===== src/rtl/sega_pad6.sv =====
// sega_pad6: behavioural six-button control pad on an SMS/Genesis port.
// Samples the TH select line, counts TH falling edges to step through the
// extended-button phases, and drives D0-D3/TL/TR back to the port (active-low).
// An idle timeout on TH returns the phase counter to 0.
// Optional build macro PAD6_MODE_LOCK_EN: holding Mode while reset is released
// locks the pad into three-button behaviour until the next reset.
module sega_pad6 #(
  parameter int TIMEOUT_CYCLES = 16384,
  parameter int TO_W           = 15
) (
  input  logic        MCLK,
  input  logic        rst,
  input  logic        TH_i,
  input  logic        TH_d,
  input  logic [11:0] BTN,
  output logic [5:0]  PAD_o
);

  localparam logic [TO_W-1:0] TO_MAX  = TO_W'(TIMEOUT_CYCLES);
  localparam logic [2:0]      PH_XYZ  = 3'd3;
  localparam logic [2:0]      PH_ONES = 3'd4;

  // TH treated as high while the port leaves it as an input (pad pull-up).
  logic th_eff;
  assign th_eff = TH_d | TH_i;

  logic th_s1_q, th_s2_q, th_dly_q;
  logic th_fall, th_rise;

  logic [2:0]      cnt_q, cnt_d, cnt_max;
  logic [TO_W-1:0] to_q, to_d;
  logic [5:0]      pad_q, pad_d;
  logic [11:0]     btn_n;

  assign btn_n = ~BTN;

  // Two-flop synchronizer for TH plus a delayed copy for edge detection.
  always_ff @(posedge MCLK) begin
    if (!rst) begin
      th_s1_q  <= 1'b1;
      th_s2_q  <= 1'b1;
      th_dly_q <= 1'b1;
    end else begin
      // NOTE: non-blocking assignments so every flop samples the pre-edge value of
      // its neighbour; blocking here would collapse the chain into a single flop.
      th_s1_q  <= th_eff;
      th_s2_q  <= th_s1_q;
      th_dly_q <= th_s2_q;
    end
  end

  assign th_fall = th_dly_q & ~th_s2_q;
  assign th_rise = ~th_dly_q & th_s2_q;

`ifdef PAD6_MODE_LOCK_EN
  logic lock_q, rel_q;

  // Sample Mode once, in the first cycle after reset release, to pick three-button mode.
  always_ff @(posedge MCLK) begin
    if (!rst) begin
      lock_q <= 1'b0;
      rel_q  <= 1'b0;
    end else if (!rel_q) begin
      lock_q <= BTN[11];
      rel_q  <= 1'b1;
    end
  end

  assign cnt_max = lock_q ? 3'd2 : PH_ONES;
`else
  assign cnt_max = PH_ONES;
`endif

  // Next phase and idle-timeout values; a falling edge beats a timeout expiring in the same cycle.
  always_comb begin
    // NOTE: defaults first so every path assigns both outputs and no latch is inferred.
    cnt_d = cnt_q;
    to_d  = to_q;
    if (th_fall || th_rise) begin
      to_d = '0;
    end else if (to_q != TO_MAX) begin
      to_d = to_q + TO_W'(1);
    end
    if (th_fall) begin
      if (cnt_q < cnt_max) cnt_d = cnt_q + 3'd1;
    end else if (to_d == TO_MAX) begin
      cnt_d = 3'd0;
    end
  end

  // Phase counter and idle-timeout counter registers.
  always_ff @(posedge MCLK) begin
    if (!rst) begin
      cnt_q <= 3'd0;
      to_q  <= '0;
    end else begin
      cnt_q <= cnt_d;
      to_q  <= to_d;
    end
  end

  // Output mux. TH select uses the delayed copy so it changes in the same cycle as
  // the phase counter, and the pins never show a new TH level paired with a stale phase.
  always_comb begin
    pad_d = 6'h3F;
    if (th_dly_q) begin
      pad_d[5:4] = {btn_n[6], btn_n[5]};
      if (cnt_q == PH_XYZ) pad_d[3:0] = {btn_n[11], btn_n[8], btn_n[9], btn_n[10]};
      else                 pad_d[3:0] = {btn_n[3], btn_n[2], btn_n[1], btn_n[0]};
    end else begin
      pad_d[5:4] = {btn_n[7], btn_n[4]};
      case (cnt_q)
        PH_XYZ:  pad_d[3:0] = 4'h0;
        PH_ONES: pad_d[3:0] = 4'hF;
        default: pad_d[3:0] = {2'b00, btn_n[1], btn_n[0]};
      endcase
    end
  end

  // Registered pad pins.
  always_ff @(posedge MCLK) begin
    if (!rst) pad_q <= 6'h3F;
    else      pad_q <= pad_d;
  end

  assign PAD_o = pad_q;

endmodule


===== config.mk =====
export PLATFORM = sky130hd
export DESIGN_NAME = sega_pad6
export DESIGN_NICKNAME = d
export VERILOG_FILES = /design/src/rtl/sega_pad6.sv
export SDC_FILE = /design/constraint.sdc
export NUM_CORES = 1
export LEC_CHECK = 0
export CAP_MARGIN = 20
export CORE_AREA = 2 2 65 67
export CTS_CLUSTER_SIZE = 40
export DETAILED_ROUTE_END_ITERATION = 10
export DIE_AREA = 0 0 67 69
export SLEW_MARGIN = 30
export SYNTH_ARGS = -nofsm -noshare
export SYNTH_HDL_FRONTEND = slang
export SYNTH_SLANG_ARGS = --single-unit

===== constraint.sdc =====
create_clock -name MCLK -period 2.2 [get_ports MCLK]
set_input_delay 0.44 -clock MCLK [delete_from_list [all_inputs] [get_ports MCLK]]
set_output_delay 0.44 -clock MCLK [all_outputs]
set_load 0.05 [all_outputs]

; Word level (Yosys, flattened, before mapping)
; Cells that the tools add are included.
; Widths: inputs -> output; s select.
[op_classes]
reduce_logical = 3
n_bitwise = 6
magnitude_cmp = 1
muxes = 8
n_eq_ne = 5
addsub = 2
[op_table]
columns = operator, count
row1 = $mux 15, 2
row2 = $add 15x1->15 const B, 1
row3 = $eq 15x15->1 const B, 1
row4 = $ne 15x15->1 const B, 1
row5 = $not 12->12, 1
row6 = $mux 3, 3
row7 = $pmux 4 s2, 1
row8 = $mux 6, 1
row9 = $mux 4, 1
row10 = $add 3x1->3 const B, 1
row11 = $eq 3x2->1 const B, 1
row12 = $eq 3x3->1 const B, 1
row13 = $lt 3x3->1 const B, 1
row14 = $and 1x1->1, 2
row15 = $ne 2x1->1 const B, 1
row16 = $not 1->1, 2
row17 = $reduce_and 2->1, 1
row18 = $reduce_bool 2->1, 1
row19 = $logic_or 1x1->1, 1
row20 = $or 1x1->1, 1
[word_totals]
elab_cells = 31
inputBits = 16
register_bits = 27

; Longest topological paths before layout
[logic_depth]
depth_word = 7
depth_mapped = 8

; Worst setup path after synthesis
; No wires, ideal clock.
[synth_path]
path_kind = reg-to-reg
start = register to_q[0]
end = register cnt_q[0]
required_time_ns = 2.073
stages_incl_launch_ff = 9
synth_period_minus_slack_ns = 1.975
path_slack_ns = 0.225
t_arrival_ns = 1.848
setup_ns = 0.127
path_cell_list = dfxtp_1 -> inv_1 -> ha_1 -> nor4b_1 -> nand4_1 -> mux2_2 -> o211ai_2 -> a2111oi_4 -> o21ai_1
[synth_between]
elab_chain_len = 6
elab_cells_between_ends = 7
cone_classes = add/sub (1) / eq/ne (2) / mux (2) / reduce/logical (2)
[synth_rtl]
columns = element, line_no
row1 = "start, declared", 31  ; logic [TO_W-1:0] to_q, to_d;
row2 = "start signal, assigned", 98  ; to_q <= to_d;
row3 = $add 15x1->15 or $ne 15x15->1 (tied branches), "82, 81"
row4 = $mux 15 (*), 81  ; end else if (to_q != TO_MAX) begin
row5 = $mux 15 (*), 79  ; if (th_fall || th_rise) begin
row6 = $eq 15x15->1 (*), 86  ; end else if (to_d == TO_MAX) begin
row7 = $reduce_bool 2->1 (no line) (*), --
row8 = $reduce_and 2->1 (no line) (*), --
row9 = "end signal, assigned", 97  ; cnt_q <= cnt_d;
row10 = "end, declared", 30  ; logic [2:0] cnt_q, cnt_d, cnt_max;
; Every way passes the cells marked *; elsewhere a longest branch is shown, timed or not.
; A chain may end at the register's enable or synchronous reset.

; Worst setup path after layout
[layout_path]
start = register to_q[1]
end = register cnt_q[1]
; The elaborated chain is that of the path after synthesis.

==> impl_metrics.ini <==
[timing]
period_share = 0.943
fin_tns_setup_ps = 0
min_period_ps = 2070
skew_ps = 7.37
hold_violations = 0
rsz0062_at_grt = false
slew_violations = 0
slew_headroom = 0.655
worst_slew_pin_slew_ps = 517
setup_viol = 0
fmax_mhz = 482

[routing]
drc = 0
initialDrtViolationCount = 52
detail_route.vias_per_cell = 5.03
via_count = 1191
drt-pass1-iter-count = 4
drt-total-wl_um = 2930
drtAntennaViolNets = 0
avgRoutedWirePerCell_um = 12.4

[synth]
syn-cell-area_um2 = 1490
ys_seq_area_frac = 0.362
postSynthCellCount = 169
syn_nets = 191
avgSynthCellArea_um2 = 8.83
ys_seq_elements = 27
yosysWarnings = 0
ys_types = 43

[final_layout]
drive_gt1_frac = 0.118
area_delta_synth_final_pct = 19.0
nets = 210
multiInputGateArea_um2 = 866
regArea_um2 = 542
n_antenna_cell = 0
final_util = 0.453
nFillCells = 377

[global_routing]
grt_max_degree = 17
antenna_found_initial = 0
grt_use_total = 0.135
grt_pass1_vias = 1191
grt-ovfl-total = 0
grt_pass1_wl_um = 4980

[clocking]
h-tree-depth = 1
clock_path_buffers = 2
numCtsBuffers = 3
cts-root-buf = clkbuf_8
clk_pin_slew_ps = 100
cts_tree = yes
cts.sinks = 27
cts_setup_buffers = 0
insertion_delay_ps = 270

[critical_path]
crit_fanout = 6
critPathRequiredTime_ps = 2360
end_kind = flip-flop
critPathKind = flip-flop to flip-flop
start_kind = flip-flop
arrival_ps = 2230

[power_and_ir_drop]
powerDensity_nw_per_um2 = 527
ir_drop_mv = 0.238
p_leak_nw = 0.678

[floorplanning]
die_area_um2 = 4620
core_area_um2 = 3910
fp.dieW_um = 67
die_height_um = 69
row_count = 23
initial_core_util = 0.381
ios = 22

[status]
status = complete, no violations

[placement]
gp_congestion = 0.885
portBuffers = 21
dp_hpwl_um = 2250

[hold_path]
hold_class = flip-flop to flip-flop

[run]
cap_violations = 0
==> metal layers <==
layer	track usage	wire length [um]	part of all wire	vias up
li1	-	-	-	620
met1	0.176	1440	0.49	554
met2	0.220	1410	0.48	15
met3	0.0196	75	0.026	2
met4	0.0499	14	0.0048	0
met5	0	0	0	-
==> synthesized netlist by cell type (all sizes together) <==
cell type / count / area share
dfxtp: 27 / 0.36
nor2: 21 / 0.053
nand2: 13 / 0.034
nand3: 12 / 0.044
inv: 8 / 0.020
a21oi: 7 / 0.026
o21ai: 7 / 0.023
xor2: 7 / 0.041
buf: 6 / 0.038
ha: 6 / 0.050
nand4: 6 / 0.029
xnor2: 6 / 0.035
mux2i: 5 / 0.034
and4: 3 / 0.018
clkbuf: 3 / 0.0075
mux2: 3 / 0.023
nor2b: 3 / 0.013
nor3: 3 / 0.013
o31ai: 3 / 0.015
a21o: 2 / 0.010
and2b: 2 / 0.012
and3: 2 / 0.0084
or3: 2 / 0.0084
a2111oi: 1 / 0.018
a21boi: 1 / 0.0050
and4b: 1 / 0.0067
nand2b: 1 / 0.0042
nand3b: 1 / 0.0050
nor3b: 1 / 0.0050
nor4: 1 / 0.0042
nor4b: 1 / 0.0059
o211a: 1 / 0.0067
o211ai: 1 / 0.0084
o2bb2ai: 1 / 0.0059
or2b: 1 / 0.0059
==> state kept, by name (all words and copies together) (netlist names) <==
| name | count |
|---|---|
| PAD_o | 6 |
| cnt_q | 3 |
| th_dly_q | 1 |
| th_s1_q | 1 |
| th_s2_q | 1 |
| to_q | 15 |
==> cell type report <==
class / instances / share of cell area
tap: 50 / 0.0353
multi-input combinational: 125 / 0.488
clock buffer: 3 / 0.0233
clock inverter: 1 / 0.00423
sequential: 27 / 0.305
timing repair buffer: 23 / 0.127
inverter: 8 / 0.0169
==> where the power goes <==
group | leakage, nW | internal (W) | switching [W]
logic | 0.436 | 0.0000626 | 0.0000663
clock network | 0.0217 | 0.000129 | 0.000162
registers | 0.221 | 0.000502 | 0.0000133
total | 0.678 | 0.000694 | 0.000241
==> repair_timing <==
action,4_1_cts,5_1_grt
gates resized for setup,0,3
endpoints found under the setup margin,0,3
hold buffers,0,0
==> worst paths after layout <==
path         cells past startpoint       end  slack [ps]    start
max                              9  cnt_q[1]         130  to_q[1]
min                              1   th_s2_q         420  th_s1_q
max reg2reg                      9  cnt_q[1]         130  to_q[1]
min reg2reg                      1   th_s2_q         420  th_s1_q
==> metrics by stage <==
stage	cells	power, W	hold WS (ps)	worst slack (ps)	cell area [um^2]
detailed placement	233	0.000652	400	38.7	1710
floorplan	169	0.000602	386	225	1490
finish	237	0.000935	424	126	1770
CTS	237	0.000945	429	23.7	1760
global placement	233	0.000650	396	147	1710
global route	237	0.000981	452	31.3	1770
==> critical path, cell delays in order, from the launching register on <==
cell       delay [ps]
dfxtp_1           390
inv_1             110
ha_1              130
nor4b_1           240
nand4_1           190
buf_4             190
a21oi_2           160
nand3_2           110
a2111oi_4         330
o21ai_1           120
==> cell usage in the layout, fill, tap and decap left out, drive strengths merged, types with 7 or more instances in the layout <==
master,count
dfxtp,27
nor2,21
clkdlybuf4s50,21
nand2,13
nand3,12
inv,8
xor2,7
a21oi,7
o21ai,7
==> kinds of logic (layout without fill, tap and decap cells) <==
| kind of cell | after synthesis | in the layout | synth area share |
|---|---|---|---|
| simple gates | 74 | 74 | 0.270 |
| fa+ha+maj | 6 | 6 | 0.0503 |
| xor+xnor | 13 | 13 | 0.0763 |
| flops | 27 | 27 | 0.362 |
| compound gates | 24 | 24 | 0.119 |
| buf+inv | 17 | 35 | 0.0654 |
| mux | 8 | 8 | 0.0562 |
Power figures use the tool's default switching activity.
